### config.mk
export PLATFORM = sky130hd
export DESIGN_NAME = wb_commit_ctrl
export DESIGN_NICKNAME = d
export VERILOG_FILES = /design/src/rtl/npc_pkg.sv /design/src/rtl/wb_perf_cnt.sv /design/src/rtl/wb_commit_ctrl.sv
export SDC_FILE = /design/constraint.sdc
export NUM_CORES = 1
export LEC_CHECK = 0
export BUFFER_PORTS_ARGS = -buffer_cell sky130_fd_sc_hd__buf_2
export CAP_MARGIN = 30
export CORE_AREA = 2 2 169 171
export CTS_CLUSTER_SIZE = 8
export DETAILED_ROUTE_END_ITERATION = 8
export DIE_AREA = 0 0 171 173
export MAX_ROUTING_LAYER = met4
export SLEW_MARGIN = 10
export SYNTH_ARGS = -nofsm -noshare
export SYNTH_HDL_FRONTEND = slang
export SYNTH_HIERARCHICAL = 1
export SYNTH_SLANG_ARGS = --single-unit
### constraint.sdc
create_clock -name clk -period 4.08 [get_ports clk]
set_input_delay 0.816 -clock clk [delete_from_list [all_inputs] [get_ports clk]]
set_output_delay 0.816 -clock clk [all_outputs]
set_load 0.005 [all_outputs]
### src/rtl/npc_pkg.sv
`default_nettype none
// ============================================================================
// Module      : npc_pkg
// Description : Shared definitions for the NPC writeback/commit slice.
//               Commit-controller state encoding (2 bits) and the default
//               reset PC and counter width.
// Revision    : 1.0 - initial release
// ============================================================================
package npc_pkg;

    typedef enum logic [1:0] {
        ST_FETCH  = 2'd0,
        ST_WAIT   = 2'd1,
        ST_COMMIT = 2'd2,
        ST_HALT   = 2'd3
    } state_t;

    localparam logic [31:0] C_RESET_PC = 32'h8000_0000;
    localparam int          C_CNT_W    = 64;

endpackage
`default_nettype wire

### src/rtl/wb_perf_cnt.sv
`default_nettype none
// ============================================================================
// Module      : wb_perf_cnt
// Description : CNT_W-wide free-wrapping counter with enable and synchronous
//               clear.
// Ports       : clk, rst  - clock, synchronous active-high reset
//               i_clr     - synchronous clear (same effect as rst)
//               i_en      - count enable
//               o_count   - current count value
// Revision    : 1.0 - initial release
// ============================================================================
module wb_perf_cnt #(
    parameter int CNT_W = 64
) (
    input  logic             clk,
    input  logic             rst,
    input  logic             i_clr,
    input  logic             i_en,
    output logic [CNT_W-1:0] o_count
);

    localparam logic [CNT_W-1:0] c_one = {{(CNT_W-1){1'b0}}, 1'b1};

    logic [CNT_W-1:0] r_count;

    always_ff @(posedge clk) begin
        if (rst || i_clr) begin
            r_count <= '0;
        end else if (i_en) begin
            r_count <= r_count + c_one;
        end
    end

    assign o_count = r_count;

endmodule
`default_nettype wire

### src/rtl/wb_commit_ctrl.sv
`default_nettype none
// ============================================================================
// Module      : wb_commit_ctrl
// Description : Fetch/commit sequencer of the multi-cycle NPC. Owns the PC,
//               issues one fetch at a time, accepts the writeback bundle,
//               commits it in one cycle and halts on ebreak or a misaligned
//               next PC.
// Ports       : clk, rst                 - clock, sync active-high reset
//               fetch_valid/ready/pc     - IFU request handshake
//               wb_valid/ready, wb_*     - writeback bundle handshake
//               gpr_*/csr_*              - gated architectural write ports
//               halt, halt_misalign      - halt status and cause
//               retire_cnt               - committed instruction count
//               perf_cycle_cnt/wait_cnt  - optional performance counters
// Config      : WB_PERF_CNT_EN - when defined, builds the perf counters;
//               otherwise the perf ports are tied to zero.
// Revision    : 1.0 - initial release
// ============================================================================
module wb_commit_ctrl
    import npc_pkg::*;
#(
    parameter logic [31:0] RESET_PC = C_RESET_PC,
    parameter int          CNT_W    = C_CNT_W
) (
    input  logic             clk,
    input  logic             rst,
    output logic             fetch_valid,
    input  logic             fetch_ready,
    output logic [31:0]      fetch_pc,
    input  logic             wb_valid,
    output logic             wb_ready,
    input  logic [31:0]      wb_dnpc,
    input  logic             wb_gpr_wen,
    input  logic [4:0]       wb_rd,
    input  logic [31:0]      wb_gpr_wdata,
    input  logic             wb_csr_wen,
    input  logic [11:0]      wb_csr_addr,
    input  logic [31:0]      wb_csr_wdata,
    input  logic             wb_is_ebreak,
    output logic             gpr_wen,
    output logic [4:0]       gpr_waddr,
    output logic [31:0]      gpr_wdata,
    output logic             csr_wen,
    output logic [11:0]      csr_waddr,
    output logic [31:0]      csr_wdata,
    output logic             halt,
    output logic             halt_misalign,
    output logic [CNT_W-1:0] retire_cnt,
    output logic [CNT_W-1:0] perf_cycle_cnt,
    output logic [CNT_W-1:0] perf_wait_cnt
);

    state_t      r_state;
    state_t      w_state_nxt;
    logic [31:0] r_pc;
    logic        r_halt_misalign;

    // Latched writeback bundle
    logic [31:0] r_dnpc;
    logic        r_gpr_wen;
    logic [4:0]  r_rd;
    logic [31:0] r_gpr_wdata;
    logic        r_csr_wen;
    logic [11:0] r_csr_addr;
    logic [31:0] r_csr_wdata;
    logic        r_is_ebreak;

    logic        w_accept;
    logic        w_misalign;
    logic        w_commit_ok;

    assign w_accept    = (r_state == ST_WAIT) && wb_valid;
    assign w_misalign  = (r_dnpc[1:0] != 2'b00);
    // A commit with a misaligned target retires nothing and writes nothing.
    assign w_commit_ok = (r_state == ST_COMMIT) && !w_misalign;

    always_ff @(posedge clk) begin
        if (rst) begin
            r_state <= ST_FETCH;
        end else begin
            r_state <= w_state_nxt;
        end
    end

    always_comb begin
        w_state_nxt = r_state;
        fetch_valid = 1'b0;
        wb_ready    = 1'b0;
        gpr_wen     = 1'b0;
        csr_wen     = 1'b0;
        halt        = 1'b0;
        case (r_state)
            ST_FETCH: begin
                fetch_valid = 1'b1;
                if (fetch_ready) begin
                    w_state_nxt = ST_WAIT;
                end
            end
            ST_WAIT: begin
                wb_ready = 1'b1;
                if (wb_valid) begin
                    w_state_nxt = ST_COMMIT;
                end
            end
            ST_COMMIT: begin
                if (w_misalign) begin
                    w_state_nxt = ST_HALT;
                end else begin
                    gpr_wen     = r_gpr_wen && (r_rd != 5'd0);
                    csr_wen     = r_csr_wen;
                    w_state_nxt = r_is_ebreak ? ST_HALT : ST_FETCH;
                end
            end
            default: begin
                halt = 1'b1;
            end
        endcase
    end

    always_ff @(posedge clk) begin
        if (rst) begin
            r_dnpc      <= '0;
            r_gpr_wen   <= 1'b0;
            r_rd        <= '0;
            r_gpr_wdata <= '0;
            r_csr_wen   <= 1'b0;
            r_csr_addr  <= '0;
            r_csr_wdata <= '0;
            r_is_ebreak <= 1'b0;
        end else if (w_accept) begin
            r_dnpc      <= wb_dnpc;
            r_gpr_wen   <= wb_gpr_wen;
            r_rd        <= wb_rd;
            r_gpr_wdata <= wb_gpr_wdata;
            r_csr_wen   <= wb_csr_wen;
            r_csr_addr  <= wb_csr_addr;
            r_csr_wdata <= wb_csr_wdata;
            r_is_ebreak <= wb_is_ebreak;
        end
    end

    always_ff @(posedge clk) begin
        if (rst) begin
            r_pc            <= RESET_PC;
            r_halt_misalign <= 1'b0;
        end else if (r_state == ST_COMMIT) begin
            if (w_misalign) begin
                r_halt_misalign <= 1'b1;
            end else begin
                r_pc <= r_dnpc;
            end
        end
    end

    assign fetch_pc      = r_pc;
    assign gpr_waddr     = r_rd;
    assign gpr_wdata     = r_gpr_wdata;
    assign csr_waddr     = r_csr_addr;
    assign csr_wdata     = r_csr_wdata;
    assign halt_misalign = r_halt_misalign;

    wb_perf_cnt #(.CNT_W(CNT_W)) u_retire_cnt (
        .clk     (clk),
        .rst     (rst),
        .i_clr   (1'b0),
        .i_en    (w_commit_ok),
        .o_count (retire_cnt)
    );

`ifdef WB_PERF_CNT_EN
    wb_perf_cnt #(.CNT_W(CNT_W)) u_perf_cycle_cnt (
        .clk     (clk),
        .rst     (rst),
        .i_clr   (1'b0),
        .i_en    (r_state != ST_HALT),
        .o_count (perf_cycle_cnt)
    );

    wb_perf_cnt #(.CNT_W(CNT_W)) u_perf_wait_cnt (
        .clk     (clk),
        .rst     (rst),
        .i_clr   (1'b0),
        .i_en    ((r_state == ST_WAIT) && !wb_valid),
        .o_count (perf_wait_cnt)
    );
`else
    assign perf_cycle_cnt = '0;
    assign perf_wait_cnt  = '0;
`endif

endmodule
`default_nettype wire

==> results.toml <==
[worst_setup_path]
worstPathArrival_ps = 2550
critical_path.slowest_cell = "or3b_1"
path_cells = "inv_1, ha_1, or3b_1, clkinv_4, buf_4, o311a_1, buf_2"
critPathMaxFanout = 30
worst-setup-path-type = "register to primary output"
crit_required_ps = 3260
worstPathBufferInverterCount = 4
slowest_delay_ps = 430
cp_top_family = "buffers and inverters"
critPathLaunchType = "register"
cp-end-kind = "primary output"

[pwr]
cell_internal_pwr_w = 0.003648
power_frac_seq_pct = 45.8
pwr-share-clk_pct = 46.9
p_leak_nw = 4.992
netSwitchingFraction_pct = 24.19
netSwitchingPower_w = 0.001164
p_comb_share_pct = 7.3
cellPowerDensity_mw_per_mm2 = 413.3
max-vdd-ir-drop_uv = 296.2

[sta]
grt_setup_unrepaired = "no"
fin_skew_ps = 18.91
fin_tns_setup_ps = 0
hold_violations = 0
max_slew_margin_pct = 53.60
final-setup-viol-count = 0
tightest_slew_ps = 696.0
finalCriticalPeriod_ps = 3370
max_freq_mhz = 296.7
slew_viol_final = 0
min_period_over_period_pct = 82.61

[yosys]
synth_cell_type_count = 50
async_flop_share_pct = 0
synth_edf_count = 0
synthCells = 1169
synth-main-ff-cell = "dfxtp_1"
avgSynthCellArea_sq_um = 8.145
syn_area_sq_mm = 0.009522
yosys_warnings = 6
synth.ff_latch_count = 215
yosysSeqAreaShare_pct = 45.20

[die]
die_y_um = 173
die_area_sq_mm = 0.02958
initial_core_util_pct = 34.46
top_level_ports = 431
dieWidth_um = 171
rows = 61
coreArea_sq_mm = 0.02763

[global_route]
grt_pass1_wl_mm = 41.76
grt_pass1_vias = 7917
grt-ovfl-total = 0
grtUsageTotal_pct = 17.98
grt_max_degree = 110
antenna_found_initial = 3

[cells_and_area]
drive_above_1_share_pct = 27.45
final_cell_mix = "nand2_1 (304), buf_2 (301), dfxtp_1 (215), a21oi_1 (143), conb_1 (130)"
fin_area_sq_mm = 0.01164
multi_input_area_sq_mm = 0.004363
area_delta_synth_final_pct = 22.30
nFillCells = 2868
final_nets = 1574
seqCellArea_sq_mm = 0.004304
final_common_cell = "nand2_1"

[clock_network]
ctsResizeCount = 0
cts_buffer_depth = 3
clkSinkCount = 215
cts_tree = "built"
post_cts_buffers = 0
cts_max_level = 1
clock_latency_ps = 560
cts_hold_buf = 0
cts_root_buf = "clkbuf_16"
path_clk_slew_ps = 50
cts-buffers-inserted = 31

[run_status]
status = "finished, final reports clean"

[run]
maxCapViolations = 0

[detailed_routing]
drtIter0Drc = 513
wl_per_cell_um = 14.75
first_pass_iters = 5
vias_per_cell = 4.626
vias = 8471
post-route-drc-count = 0
ant_nets = 0
drt_wl_total_mm = 27.01

[placement]
hpwl_mm = 18.81
gp_congestion = 0.8217
placed_area_sq_mm = 0.01082
port_buffers = 302

[worst_hold_path]
hold_path.class = "register to register"
-- sequential cells by signal, indices dropped and copies added (netlist names) --
signal	cells
halt_misalign	1
csr_waddr	12
gpr_wdata	32
r_csr_wen	1
csr_wdata	32
gpr_waddr	5
r_is_ebreak	1
fetch_pc	32
r_state	2
u_retire_cnt/o_count	64
r_dnpc	32
r_gpr_wen	1
-- cells by family after synthesis --
| family | Yosys count | share of synthesized area, % |
|---|---|---|
| AND/OR/NAND/NOR | 496 | 24.01 |
| flip-flops | 215 | 45.20 |
| buffers and inverters | 210 | 14.17 |
| AO/OA/AOI/OAI | 202 | 12.19 |
| XOR/XNOR | 38 | 3.495 |
| adder cells (fa/ha/maj) | 6 | 0.7884 |
| other | 1 | 0.03938 |
| multiplexers | 1 | 0.1051 |
-- metrics by stage --
stage	power, W	worst slack, ps	instances	utilization, %	hold slack [ps]
3_5_place_dp	0.002600	1139	1793	39.15	443.6
3_3_place_gp	0.002596	1172	1793	39.15	432.6
6_report	0.004812	709.6	1831	42.15	448.7
2_1_floorplan	0.002527	1166	1298	-	431.7
5_1_grt	0.005017	543.0	1831	42.15	464.8
4_1_cts	0.004888	654.8	1828	42.12	452.9
-- power groups by stage --
stage          clock [W]  sequential [W]  combinational [W]
2_1_floorplan          0         0.00224           0.000283
3_3_place_gp           0         0.00224           0.000355
3_5_place_dp           0         0.00224           0.000357
4_1_cts          0.00233         0.00220           0.000357
5_1_grt          0.00241         0.00221           0.000401
6_report         0.00226         0.00220           0.000353
-- tightest hold or removal path, cell delays in order (launching register included) --
cell     delay, ps
dfxtp_1        310
nand2_2         60
a21oi_2         40
-- final cells by class --
cell class	instances	area share, %
antenna	3	0.06447
clock buffer	33	6.812
timing repair buffer	311	13.83
clock inverter	2	0.2471
sequential	215	36.96
multi-input combinational	873	37.47
tap	378	4.061
inverter	16	0.5587
-- worst paths after layout --
kind / startpoint / depth (start not counted) / slack [ps] / endpoint
worst max-delay path: r_state[0] / 7 / 710 / gpr_wen
worst min-delay path: r_dnpc[23] / 2 / 450 / fetch_pc[23]
worst max register to register: r_state[0] / 9 / 1070 / u_retire_cnt/o_count[62]
worst min register to register: r_dnpc[23] / 2 / 450 / fetch_pc[23]
-- Yosys cell counts (all sizes together) (3+ instances only) --
master,count,area share (%)
xor2,19,1.7
dfxtp,215,45
or2,4,0.26
nand3,23,1.4
xnor2,19,1.7
or3,17,1.1
ha,6,0.79
nor2,49,1.9
nand4,32,2.2
nand2,315,13
inv,15,0.59
and2,5,0.33
clkbuf,38,1.5
nor3,11,0.70
buf,156,12
o31ai,10,0.79
o21ai,15,0.79
nor4,12,1.2
and3,8,0.53
and4,3,0.29
or4,12,0.99
a21oi,169,9.9
-- metal layers --
| layer | routed length [um] | part of all wire (%) | GRT usage [%] | vias to the layer above |
|---|---|---|---|---|
| met3 | 2020 | 7.5 | 4.578 | 37 |
| met5 | 0 | 0 | - | - |
| met1 | 11190 | 41 | 21.38 | 3944 |
| met4 | 567 | 2.1 | 4.167 | 0 |
| met2 | 13230 | 49 | 30.36 | 323 |
| li1 | - | - | - | 4167 |
Note: power is estimated with default switching activity, not from simulation.
